<file path="src/rtl/pxie_tx_data.sv">
// C2H readback packetizer: fetches a block of 64-bit words from system RAM and
// streams it as header + payload + tail under valid/ready flow control.
module pxie_tx_data #(
    parameter int          RD_LAT     = 2,
    parameter int          FIFO_DEPTH = 8,
    parameter logic [15:0] HDR_ID     = 16'h2000
) (
    input  logic        I_PXIE_CLK,
    input  logic        I_Rst_n,
    input  logic        I_c2h_en,
    input  logic [15:0] I_c2h_addr,
    input  logic [15:0] I_c2h_len,
    output logic [31:0] O_rd_addr,
    output logic        O_rd_en,
    input  logic [63:0] I_rd_data,
    output logic [63:0] O_PXIE_DATA,
    output logic        O_PXIE_DATA_VLD,
    input  logic        I_PXIE_TX_RDY,
    output logic        O_busy,
    output logic        O_done,
    output logic        O_drop
);

    localparam int               AW      = $clog2(FIFO_DEPTH);
    localparam logic [AW+1:0]    DEPTH_W = FIFO_DEPTH[AW+1:0];

    typedef enum logic [4:0] {
        ST_IDLE = 5'b00001,
        ST_HEAD = 5'b00010,
        ST_DATA = 5'b00100,
        ST_TAIL = 5'b01000,
        ST_DONE = 5'b10000
    } state_t;

    state_t      r_state;
    state_t      w_state_nxt;
    logic [15:0] r_addr;
    logic [15:0] r_len;
    logic [31:0] r_csum;
    logic [16:0] r_rd_cnt;
    logic [16:0] r_tx_cnt;
    logic        r_drop;

    logic [RD_LAT-1:0] r_vld_sr;
    logic [RD_LAT-1:0] w_vld_sr_nxt;
    logic [AW:0]       r_inflight;
    logic [AW:0]       r_wr_ptr;
    logic [AW:0]       r_rd_ptr;
    logic [63:0]       r_fifo [FIFO_DEPTH];

    logic [AW:0]  w_occ;
    logic         w_empty;
    logic         w_rd_en;
    logic         w_vld;
    logic [63:0]  w_data;
    logic         w_xfer;
    logic         w_pop;
    logic         w_ret;

    assign w_occ   = r_wr_ptr - r_rd_ptr;
    assign w_empty = (w_occ == '0);
    assign w_ret   = r_vld_sr[RD_LAT-1];

    // Occupancy plus in-flight reads bounds the FIFO, so returning data always has a slot.
    assign w_rd_en = ((r_state == ST_HEAD) || (r_state == ST_DATA)) &&
                     (r_rd_cnt < {1'b0, r_len}) &&
                     (({1'b0, w_occ} + {1'b0, r_inflight}) < DEPTH_W);

    always_comb begin
        w_vld_sr_nxt[0] = w_rd_en;
        for (int i = 1; i < RD_LAT; i++) begin
            w_vld_sr_nxt[i] = r_vld_sr[i-1];
        end
    end

    always_comb begin
        // NOTE: every output of this block gets a default first so no path can infer a latch.
        w_state_nxt = r_state;
        w_vld       = 1'b0;
        w_data      = '0;
        unique case (r_state)
            ST_IDLE: begin
                if (I_c2h_en) w_state_nxt = ST_HEAD;
            end
            ST_HEAD: begin
                w_vld  = 1'b1;
                w_data = {16'heb9c, r_len, r_addr, HDR_ID};
                if (I_PXIE_TX_RDY) w_state_nxt = (r_len != 16'd0) ? ST_DATA : ST_TAIL;
            end
            ST_DATA: begin
                w_vld  = !w_empty;
                w_data = w_empty ? '0 : r_fifo[r_rd_ptr[AW-1:0]];
                if (w_vld && I_PXIE_TX_RDY && ((r_tx_cnt + 17'd1) == {1'b0, r_len}))
                    w_state_nxt = ST_TAIL;
            end
            ST_TAIL: begin
                w_vld  = 1'b1;
                w_data = {16'heb9d, r_len, r_csum};
                if (I_PXIE_TX_RDY) w_state_nxt = ST_DONE;
            end
            ST_DONE: begin
                w_state_nxt = ST_IDLE;
            end
            default: begin
                w_state_nxt = ST_IDLE;
            end
        endcase
    end

    assign w_xfer = w_vld && I_PXIE_TX_RDY;
    assign w_pop  = w_xfer && (r_state == ST_DATA);

    // NOTE: state updates use non-blocking assignments so every register sees pre-edge values.
    always_ff @(posedge I_PXIE_CLK or negedge I_Rst_n) begin
        if (!I_Rst_n) begin
            r_state    <= ST_IDLE;
            r_addr     <= '0;
            r_len      <= '0;
            r_csum     <= '0;
            r_rd_cnt   <= '0;
            r_tx_cnt   <= '0;
            r_drop     <= 1'b0;
            r_vld_sr   <= '0;
            r_inflight <= '0;
            r_wr_ptr   <= '0;
            r_rd_ptr   <= '0;
        end else begin
            r_state    <= w_state_nxt;
            r_drop     <= I_c2h_en && (r_state != ST_IDLE);
            r_vld_sr   <= w_vld_sr_nxt;
            r_inflight <= r_inflight + {{AW{1'b0}}, w_rd_en} - {{AW{1'b0}}, w_ret};
            if (w_ret) r_wr_ptr <= r_wr_ptr + 1'b1;
            if ((r_state == ST_IDLE) && I_c2h_en) begin
                r_addr   <= I_c2h_addr;
                r_len    <= I_c2h_len;
                r_csum   <= '0;
                r_rd_cnt <= '0;
                r_tx_cnt <= '0;
            end else begin
                if (w_rd_en) r_rd_cnt <= r_rd_cnt + 17'd1;
                if (w_pop) begin
                    r_tx_cnt <= r_tx_cnt + 17'd1;
                    r_csum   <= r_csum + w_data[63:32] + w_data[31:0];
                end
            end
            if (w_pop) r_rd_ptr <= r_rd_ptr + 1'b1;
        end
    end

    // NOTE: the FIFO storage has no reset; the pointers alone define which entries are valid.
    always_ff @(posedge I_PXIE_CLK) begin
        if (w_ret) r_fifo[r_wr_ptr[AW-1:0]] <= I_rd_data;
    end

    assign O_rd_en         = w_rd_en;
    assign O_rd_addr       = w_rd_en ? ({16'h0, r_addr} + {14'h0, r_rd_cnt, 1'b0}) : '0;
    assign O_PXIE_DATA     = w_data;
    assign O_PXIE_DATA_VLD = w_vld;
    assign O_busy          = (r_state != ST_IDLE);
    assign O_done          = (r_state == ST_DONE);
    assign O_drop          = r_drop;

endmodule

</file>
<file path="config.mk">
export PLATFORM = sky130hd
export DESIGN_NAME = pxie_tx_data
export DESIGN_NICKNAME = d
export VERILOG_FILES = /design/src/rtl/pxie_tx_data.sv
export SDC_FILE = /design/constraint.sdc
export NUM_CORES = 1
export LEC_CHECK = 0
export ABC_CLOCK_PERIOD_IN_PS = 15100
export CAP_MARGIN = 20
export CORE_MARGIN = 4
export CORE_UTILIZATION = 45
export DETAILED_ROUTE_END_ITERATION = 10
export GPL_ROUTABILITY_DRIVEN = 0
export PLACE_DENSITY_LB_ADDON = 0.1
export REMOVE_ABC_BUFFERS = 1
export SKIP_CTS_REPAIR_TIMING = 1
export SYNTH_ARGS = -nofsm -noshare
export SYNTH_HDL_FRONTEND = slang
export SYNTH_SLANG_ARGS = --single-unit
export TNS_END_PERCENT = 50
</file>
<file path="constraint.sdc">
create_clock -name I_PXIE_CLK -period 15.1 [get_ports I_PXIE_CLK]
set_input_delay 3.02 -clock I_PXIE_CLK [delete_from_list [all_inputs] [get_ports I_PXIE_CLK]]
set_output_delay 3.02 -clock I_PXIE_CLK [all_outputs]
set_load 0.005 [all_outputs]
</file>
==> metrics.txt <==
status=finished, final reports clean; fin util=53.46%; Final Critical Period=8844 ps; synthesis-to-finish area growth=17.75%; setup slack after layout=6256 ps; peak fanout along the critical path=24; Final Cell Area=0.03440 mm^2; drt via density=5.641; Comb power frac=27.9%; M2 GR Usage=36.80%; Initial Utilization=45.40%; synthesized area=0.02921 mm^2; sequential area share after synthesis=62.74%; Longest Clk Path Bufs=3; Final Total Pwr=5.412 mW; total I/O pin count=201; global routing usage on met1=32.56%; commonest register cell after synthesis=edfxtp_1; total track usage=22.77%; root buffer cell=clkbuf_16; top post-synthesis cells by area=edfxtp_1 53%, dfrtp_1 10%, mux4_2 9.9%; vias in the first global route=18120; Tightest Hold Check Type=flip-flop to flip-flop; Worst R2R End=r_csum[19]; YS warnings=0; PortBufs=186; via count=17690; Die H=262.8 um; total gr overflow=0; first-pass GRT wire length=118.8 mm; Placed Instances=3007; Fin. Hold Viols=0; Netlist cell types=73; list of most frequent post-synthesis cells=512 x edfxtp_1, 190 x inv_1, 171 x nand2_1, 128 x mux4_2, 117 x dfrtp_1; CP required=12080 ps; Max Cap Viol=0; post-route ant nets=0; peak supply drop=120.9 uV; # setup viols final=0; later-pin clock latency in the skew report=600 ps; # rows=93; #FFs+latches synth=630; H-tree levels=3; Post-DP Area=0.03201 mm^2; chip width=262.8 um; Detailed Place HPWL=50.65 mm; final WL=78.91 mm; CP Class=flip-flop to primary output; WHS=355.5 ps; Pint=3.706 mW; worst endpoint data arrival time=5820 ps; number of antenna violations at the first check in global routing=4; Sw Share=31.52%; Post-Syn Instances=2022; Leak=12.90 nW; pre-CTS WS=6844 ps; drt pass-1 iters=6; Reg2Reg Launch Point=r_rd_ptr[1]; synthesized area per cell=14.45 um^2; Worst slew margin=28.89%; sequential fraction of design power=39.6%; post-detailed-route DRC marker count=0; Num CTS Buffers=70; CP Capture Point=O_rd_addr[1]; worst setup path startpoint=r_rd_ptr[1]; RSZ-0062 raised after global routing=no; Slew Limit Fails=0; crit end category=primary output; reg2reg setup slack=7560 ps; Final Cycle Share=58.57%; Tightest Pin Transition=1067 ps; Pwr Density=157.3 mW/mm^2; Nets=2433; Worst Reg-to-Reg Cells=21; Clk pwr share=32.5%; FMAX=113.1 MHz; met3 Usage GRT=4.194%; Bufs and invs on worst path=4; Post-synth EDFFs=512; Sink Count=630; CP Cell Sequence=clkinv_1 > ha_1 > nand3b_1 > nand2_1 > xnor2_1 > ha_1 > or4_1 > a211oi_1 > o21ai_1 > nor3_2 > o21ai_2 > buf_4 > inv_1 > and2_1 > clkdlybuf4s50_1; die area=0.06906 mm^2; asr flop ratio synth=18.73%; most frequent cell after synthesis=edfxtp_1; critical path's slowest cell=clkinv_1; post-route setup TNS=0 ps; grt peak-use layer=met2; non-filler instance count after layout=3136; Clock Pin Slew Worst Setup and Hold Paths=60 ps; hold path startpoint=r_vld_sr[0]; sw power=1.706 mW; Crit. path cell count=15; area share of the largest cell type after synthesis=52.63%; CP top delay family=buffers and inverters; largest area contributor in the netlist=edfxtp_1; Top cell by count, worst path=ha_1; Layout Skew=15.06 ps; DR iter-0 viols=1564; largest net degree at the start of global routing=87; core area=0.06435 mm^2; Wirelength per Cell=25.16 um; TritonCTS clock tree=yes; crit path launch type=flip-flop; share of post-route cells with drive strength above 1=13.42%; Critical Path Max Stage Delay=830 ps
==> metal layers <==
layer	vias to the layer above	wire [um]
li1	7871	-
met1	9121	34790
met2	594	37820
met3	98	4924
met4	6	1331
met5	-	38
==> cell type report <==
| class | count | area, um^2 |
|---|---|---|
| timing repair buffer | 216 | 2085 |
| sequential | 630 | 18340 |
| clock inverter | 42 | 533.0 |
| inverter | 192 | 721.9 |
| multi-input combinational | 1114 | 9798 |
| clock buffer | 86 | 1852 |
| tap | 855 | 1070 |
| fill | 5338 | 29950 |
| antenna | 1 | 2.502 |
==> registers in the layout, summed over array words and instances (netlist names) <==
| name | cells |
|---|---|
| r_tx_cnt | 17 |
| r_len | 16 |
| r_wr_ptr | 4 |
| r_vld_sr | 2 |
| r_rd_ptr | 4 |
| r_csum | 32 |
| r_state | 5 |
| r_inflight | 4 |
| r_addr | 16 |
| r_fifo | 512 |
| r_rd_cnt | 17 |
| O_drop | 1 |
==> cells in the final DEF (no fill, tap or decap), types with 5 or more instances in the layout <==
| cell | instances |
|---|---|
| edfxtp_1 | 512 |
| inv_1 | 190 |
| clkdlybuf4s50_1 | 185 |
| nand2_1 | 170 |
| mux4_2 | 128 |
| dfrtp_1 | 115 |
| o21ai_0 | 108 |
| nor2_1 | 90 |
| ha_1 | 74 |
| clkbuf_16 | 70 |
| mux2i_1 | 59 |
| xnor2_1 | 55 |
| nand3_1 | 54 |
| a21oi_1 | 53 |
| xor2_1 | 38 |
| fa_1 | 35 |
| buf_4 | 31 |
| o21a_1 | 22 |
| and3_1 | 17 |
| a22oi_1 | 17 |
| nor3_1 | 16 |
| a21o_1 | 14 |
| conb_1 | 14 |
| clkinv_2 | 12 |
| nand4_1 | 12 |
| clkbuf_1 | 12 |
| a31oi_1 | 11 |
| bufinv_16 | 10 |
| o21bai_1 | 9 |
| clkinvlp_4 | 8 |
| clkinv_1 | 7 |
| a211oi_1 | 7 |
| and2_1 | 7 |
| o31ai_1 | 7 |
| nor4_1 | 7 |
| o21ai_1 | 6 |
| nor2_4 | 6 |
| nand2b_1 | 5 |
| nor3_2 | 5 |
| and4_1 | 5 |
==> worst min-delay path by stage <==
stage / to / slack (ps) / cells past startpoint
after floorplan: r_vld_sr[1] / 330 / 0
after global placement: r_vld_sr[1] / 340 / 0
after detailed placement: r_vld_sr[1] / 350 / 0
after CTS: r_vld_sr[1] / 360 / 0
after global routing: r_vld_sr[1] / 370 / 0
final: r_vld_sr[1] / 360 / 0
==> power by group through the flow <==
stage          registers (mW)  clock network (mW)  logic, mW
2_1_floorplan            2.18                   0      0.991
3_3_place_gp             2.17                   0       1.52
3_5_place_dp             2.17                   0       1.53
4_1_cts                  2.14                1.79       1.54
5_1_grt                  2.15                1.88       1.65
6_report                 2.14                1.76       1.51
==> cells by family (layout without fill, tap and decap cells) <==
group | Yosys count | in the layout | share of synthesized area [%]
compound gates | 286 | 286 | 6.018
xor+xnor | 93 | 93 | 2.788
fa+ha+maj | 109 | 109 | 5.568
buf+inv | 291 | 536 | 4.112
flops | 630 | 630 | 62.74
mux | 188 | 188 | 11.93
other cells | 1 | 15 | 0.01284
simple gates | 424 | 424 | 6.827
Power figures use the tool's default switching activity.
